File: config.mk
export PLATFORM = sky130hd
export DESIGN_NAME = spi_write_sequencer
export DESIGN_NICKNAME = d
export VERILOG_FILES = /design/src/rtl/spi_write_sequencer.sv
export SDC_FILE = /design/constraint.sdc
export NUM_CORES = 1
export LEC_CHECK = 0
export BUFFER_PORTS_ARGS = -buffer_cell sky130_fd_sc_hd__buf_4
export CELL_PAD_IN_SITES_DETAIL_PLACEMENT = 0
export CELL_PAD_IN_SITES_GLOBAL_PLACEMENT = 2
export CORE_ASPECT_RATIO = 0.5
export CORE_UTILIZATION = 33
export CTS_BUF_LIST = sky130_fd_sc_hd__clkbuf_8 sky130_fd_sc_hd__clkbuf_16
export DETAILED_ROUTE_END_ITERATION = 8
export GPL_ROUTABILITY_DRIVEN = 0
export GPL_TIMING_DRIVEN = 0
export MAX_ROUTING_LAYER = met4
export PLACE_DENSITY = 0.92
export SYNTH_ARGS = -nofsm -noshare
export SYNTH_HDL_FRONTEND = slang
export SYNTH_SLANG_ARGS = --single-unit
export TNS_END_PERCENT = 10
File: constraint.sdc
create_clock -name clk -period 2.4 [get_ports clk]
set_input_delay 0.48 -clock clk [delete_from_list [all_inputs] [get_ports clk]]
set_output_delay 0.48 -clock clk [all_outputs]
set_load 0.01 [all_outputs]
File: src/rtl/spi_write_sequencer.sv
// spi_write_sequencer: SPI mode-0 master serialising 16-bit register-write frames
// from two round-robin-arbitrated requesters.
module spi_write_sequencer #(
    parameter int CLK_DIV  = 4,
    parameter int CS_SETUP = 4,
    parameter int CS_HOLD  = 4,
    parameter int CS_GAP   = 8
) (
    input  logic       clk,
    input  logic       rst,
    input  logic       req0_valid_i,
    output logic       req0_ready_o,
    input  logic [6:0] req0_addr_i,
    input  logic [7:0] req0_data_i,
    input  logic       req1_valid_i,
    output logic       req1_ready_o,
    input  logic [6:0] req1_addr_i,
    input  logic [7:0] req1_data_i,
    output logic       sclk_o,
    output logic       copi_o,
    output logic       ncs_o,
    output logic       busy_o,
    output logic       grant_id_o,
    output logic       frame_done_o
);
    localparam int M1 = CLK_DIV > CS_SETUP ? CLK_DIV : CS_SETUP;
    localparam int M2 = M1 > CS_HOLD ? M1 : CS_HOLD;
    localparam int CNT_MAX = M2 > CS_GAP ? M2 : CS_GAP;
    localparam int CW = $clog2(CNT_MAX);
    localparam logic [CW-1:0] SETUP_END = CW'(CS_SETUP - 1);
    localparam logic [CW-1:0] DIV_END = CW'(CLK_DIV - 1);
    localparam logic [CW-1:0] HOLD_END = CW'(CS_HOLD - 1);
    localparam logic [CW-1:0] GAP_END = CW'(CS_GAP - 1);
    localparam logic [2:0] IDLE = 3'd0;
    localparam logic [2:0] SETUP = 3'd1;
    localparam logic [2:0] SHIFT = 3'd2;
    localparam logic [2:0] HOLD = 3'd3;
    localparam logic [2:0] GAP = 3'd4;

    logic [2:0]    state_q, state_d;
    logic [CW-1:0] cnt_q, cnt_d;
    logic [3:0]    bit_q, bit_d;
    logic [14:0]   shreg_q, shreg_d;
    logic          sclk_q, sclk_d, copi_q, copi_d, ncs_q, ncs_d;
    logic          busy_q, fd_q, fd_d, grant_q, grant_d, rr_q, rr_d;
    logic          idle, pick1, accept, cnt_end;

    // The write bit is always 1, so only addr/data are kept in the shifter.
    always_comb begin
        idle = state_q == IDLE;
        pick1 = req1_valid_i && (!req0_valid_i || !rr_q);
        accept = idle && (req0_valid_i || req1_valid_i);
        req0_ready_o = idle && req0_valid_i && !pick1;
        req1_ready_o = idle && pick1;
        cnt_end = cnt_q == (state_q == SETUP ? SETUP_END :
                            state_q == SHIFT ? DIV_END :
                            state_q == HOLD  ? HOLD_END : GAP_END);
        state_d = state_q;
        cnt_d = (idle || cnt_end) ? '0 : cnt_q + 1'b1;
        bit_d = bit_q;
        shreg_d = shreg_q;
        sclk_d = sclk_q;
        copi_d = copi_q;
        ncs_d = ncs_q;
        fd_d = 1'b0;
        grant_d = grant_q;
        rr_d = rr_q;
        case (state_q)
            IDLE: if (accept) begin
                state_d = SETUP;
                shreg_d = pick1 ? {req1_addr_i, req1_data_i} : {req0_addr_i, req0_data_i};
                copi_d = 1'b1;
                ncs_d = 1'b0;
                grant_d = pick1;
                rr_d = pick1;
            end
            SETUP: if (cnt_end) begin
                state_d = SHIFT;
                sclk_d = 1'b1;
                bit_d = '0;
            end
            // copi advances only on the falling transition, keeping it stable while sclk is high
            SHIFT: if (cnt_end) begin
                if (sclk_q) begin
                    sclk_d = 1'b0;
                    copi_d = shreg_q[14];
                    shreg_d = {shreg_q[13:0], 1'b0};
                end else if (bit_q == 4'd15) begin
                    state_d = HOLD;
                end else begin
                    sclk_d = 1'b1;
                    bit_d = bit_q + 4'd1;
                end
            end
            HOLD: if (cnt_end) begin
                state_d = GAP;
                ncs_d = 1'b1;
                fd_d = 1'b1;
                copi_d = 1'b0;
            end
            GAP: if (cnt_end) state_d = IDLE;
            default: state_d = IDLE;
        endcase
    end

    always_ff @(posedge clk or posedge rst) begin
        if (rst) begin
            state_q <= IDLE;
            cnt_q <= '0;
            bit_q <= '0;
            shreg_q <= '0;
            sclk_q <= 1'b0;
            copi_q <= 1'b0;
            ncs_q <= 1'b1;
            busy_q <= 1'b0;
            fd_q <= 1'b0;
            grant_q <= 1'b0;
            rr_q <= 1'b1;
        end else begin
            state_q <= state_d;
            cnt_q <= cnt_d;
            bit_q <= bit_d;
            shreg_q <= shreg_d;
            sclk_q <= sclk_d;
            copi_q <= copi_d;
            ncs_q <= ncs_d;
            busy_q <= state_d != IDLE;
            fd_q <= fd_d;
            grant_q <= grant_d;
            rr_q <= rr_d;
        end
    end

    assign sclk_o = sclk_q;
    assign copi_o = copi_q;
    assign ncs_o = ncs_q;
    assign busy_o = busy_q;
    assign grant_id_o = grant_q;
    assign frame_done_o = fd_q;
endmodule

==> results.py <==
metrics = {
    "die": {
        "rows": 18,
        "fp.dieW_um": 107,
        "pin_count": 42,
        "dieArea_um2": 5860,
        "core_area_um2": 5110,
        "start_util": 0.357,
        "die_h_um": 54.6,
    },
    "critical_path": {
        "cp_data_arrival_time_ns": 1.70,
        "required_ns": 1.92,
        "cp_max_fo": 10,
        "worstSetupStartpointType": "flip-flop",
        "crit_path_end_kind": "primary output",
        "worstSetupPathType": "reg2out",
    },
    "detailed_routing": {
        "met1_length_mm": 1.89,
        "drtIter0Drc": 34,
        "ant_nets": 0,
        "routed_wl_mm": 3.94,
        "num_vias": 1512,
        "via_per_inst": 4.93,
        "maxUsedRoutingLayer": "met4",
        "first_pass_iters": 4,
        "drc": 0,
        "wl_met3_um": 135,
        "dr_wl_met2_mm": 1.88,
        "route.detailed.wl_per_inst_um": 12.8,
    },
    "global_route": {
        "grt_max_degree": 33,
        "gr-total-overflow": 0,
        "grt_usage": 0.147,
        "grt_pass1_wl_mm": 6.22,
        "grt_pass1_vias": 1377,
        "antenna_found_initial": 0,
    },
    "synth": {
        "netlist_instances": 188,
        "synth-simple-area-share": 0.193,
        "yosys-mux-area-fraction": 0.125,
        "synth_compound_area_frac": 0.170,
        "yosysUniqueCellTypes": 43,
        "ys_seq_area_frac": 0.440,
        "synth_nets": 224,
        "avgSynthCellArea_um2": 9.72,
        "synth_fa_ha_area_frac": 0.0137,
        "synth_top_family_by_area": "simple AND/OR/NAND/NOR gates",
        "syn-cell-area_um2": 1830,
        "synthXorXnorAreaFrac": 0.00959,
        "yosys_warnings": 0,
        "ys_ff_latch": 32,
    },
    "timing": {
        "fin_skew_ns": 0.00618,
        "relSlewSlack": 0.548,
        "fin_tns_setup_ns": 0,
        "max_clock_freq_ghz": 0.458,
        "final_max_slew_viol_count": 0,
        "hold_viol": 0,
        "worst_slew_pin_slew_ns": 0.676,
        "finalSetupViolCount": 0,
        "finalCriticalPeriod_ns": 2.18,
        "post-route-period-util": 0.910,
        "rsz0062_at_grt": "false",
    },
    "worst_hold_path": {
        "hold_path.class": "in2async",
    },
    "placement": {
        "hpwlAfterDp_mm": 2.81,
        "port-buffer-count": 41,
        "place_area_um2": 2220,
    },
    "clock_tree": {
        "post_cts_buffers": 0,
        "cts_max_level": 2,
        "clk_transition_reported_paths_ns": 0.07,
        "cts_resized": 0,
        "cts_root_buffer": "clkbuf_8",
        "numClockSinks": 32,
        "cts_buffers": 5,
        "cts_tree": "yes",
        "hold_buffers": 0,
        "cts_max_path_buffers": 2,
        "clk_latency_ns": 0.29,
    },
    "pwr": {
        "power_per_cell_area_nw_per_um2": 465,
        "p_sw_uw": 241,
        "internal-power_uw": 838,
        "p_leak_nw": 1.01,
        "clkPwrFrac": 0.430,
        "swShare": 0.223,
        "p_seq_frac": 0.500,
        "peakVddDrop_uv": 186,
        "pwr-share-comb": 0.071,
    },
    "final_layout": {
        "syn2layout_area_growth_pct": 27.1,
        "design_area_um2": 2320,
        "final_cell_mix": "41 x buf_4, 36 x nand2_1, 30 x dfrtp_1",
        "drive_gt1_frac": 0.354,
        "diodes": 0,
        "layout_commonest_cell": "buf_4",
        "fin_nets": 272,
    },
    "run": {
        "max_cap_viol_count": 0,
    },
    "run_status": {
        "status": "finished, final reports clean",
    },
}
stage by stage:
| stage | util | cells | total power, mW | hold WS (ns) | setup slack [ns] |
|---|---|---|---|---|---|
| global placement | 0.435 | 299 | 0.626 | 0.420 | 0.271 |
| finish | 0.454 | 307 | 1.08 | 0.301 | 0.216 |
| CTS | 0.454 | 307 | 1.09 | 0.389 | 0.189 |
| global route | 0.454 | 307 | 1.12 | 0.373 | 0.0800 |
| detailed placement | 0.435 | 299 | 0.627 | 0.433 | 0.257 |
| floorplan | - | 188 | 0.576 | 0.409 | 0.605 |
path summary, 6_finish.rpt:
kind	cells past startpoint	startpoint	slack, ns	endpoint
hold reg to reg	1	cnt_q[0]	0.44	cnt_q[0]
setup / recovery	4	rr_q	0.22	req1_ready_o
setup reg to reg	6	cnt_q[0]	0.40	shreg_q[6]
min in group clk	2	req0_valid_i	0.40	rr_q
max in group asynchronous	2	rst	1.66	bit_q[0]
hold / removal	2	rst	0.30	frame_done_o
cells by family after synthesis:
kind of cell / count (synthesis)
compound gates: 46
xor+xnor: 2
fa+ha+maj: 2
buf+inv: 14
flops: 32
mux: 17
simple gates: 75
per-layer routing:
metal / vias up / GRT usage
met2: 24 / 0.259
met5: - / -
met1: 730 / 0.169
li1: 753 / -
met3: 5 / 0.0369
met4: 0 / 0.0548
flip-flops by register name, summed over array words and instances (netlist names):
name          flops
shreg_q          15
bit_q             4
cnt_q             3
state_q           3
busy_o            1
copi_o            1
frame_done_o      1
grant_id_o        1
ncs_o             1
rr_q              1
sclk_o            1
worst max-delay path: stages, from the launching register on:
cell and delay [ns]:
dfstp_2 0.39, a21boi_2 0.28, clkbuf_1 0.45, and2_1 0.20, buf_4 0.11
Yosys cell counts:
cell type	number	area, µm²
nor3_2	1	10.0
nand2_4	1	11.3
nor3b_4	1	18.8
or2_2	1	6.26
dfrtp_1	30	751
a21boi_0	3	22.5
o21bai_1	1	7.51
nand3b_1	1	7.51
or2_1	1	6.26
o21ai_4	1	16.3
dfstp_2	2	52.6
o21ai_1	1	5.00
or3b_1	1	8.76
nand4_1	1	6.26
inv_1	4	15.0
a22o_1	1	8.76
buf_12	1	20.0
o21ai_0	6	30.0
o211ai_1	1	7.51
xnor2_1	1	8.76
xor2_1	1	8.76
o311ai_1	1	8.76
ha_1	2	25.0
a21bo_2	1	10.0
nand2_1	36	135
mux2_2	7	78.8
o22ai_1	1	6.26
clkbuf_1	3	11.3
buf_6	2	22.5
a21oi_1	9	45.0
a31oi_1	16	100
a21boi_2	1	11.3
a311oi_2	1	15.0
nand2b_1	2	12.5
buf_2	4	20.0
mux2_4	10	150
nor2_1	18	67.6
a21o_1	1	7.51
a31o_2	1	8.76
nand3_1	5	25.0
nor2b_1	2	12.5
and2_1	3	18.8
or3_1	1	6.26
final cells by class:
type / count / area [µm²]
clock inverter: 1 / 3.75
clock buffer: 7 / 96.3
buffer: 10 / 73.8
tap: 70 / 87.6
fill: 480 / 2790
multi-input combinational: 142 / 935
timing repair buffer: 41 / 308
sequential: 32 / 803
inverter: 4 / 15.0
power groups by stage:
stage               sequential (mW)  clock [mW]  combinational (mW)
global route                  0.539       0.499              0.0859
finish                        0.539       0.463              0.0762
CTS                           0.539       0.477              0.0781
global placement              0.549           0              0.0767
floorplan                     0.549           0              0.0261
detailed placement            0.549           0              0.0779
(Power assumes the default switching activity.)
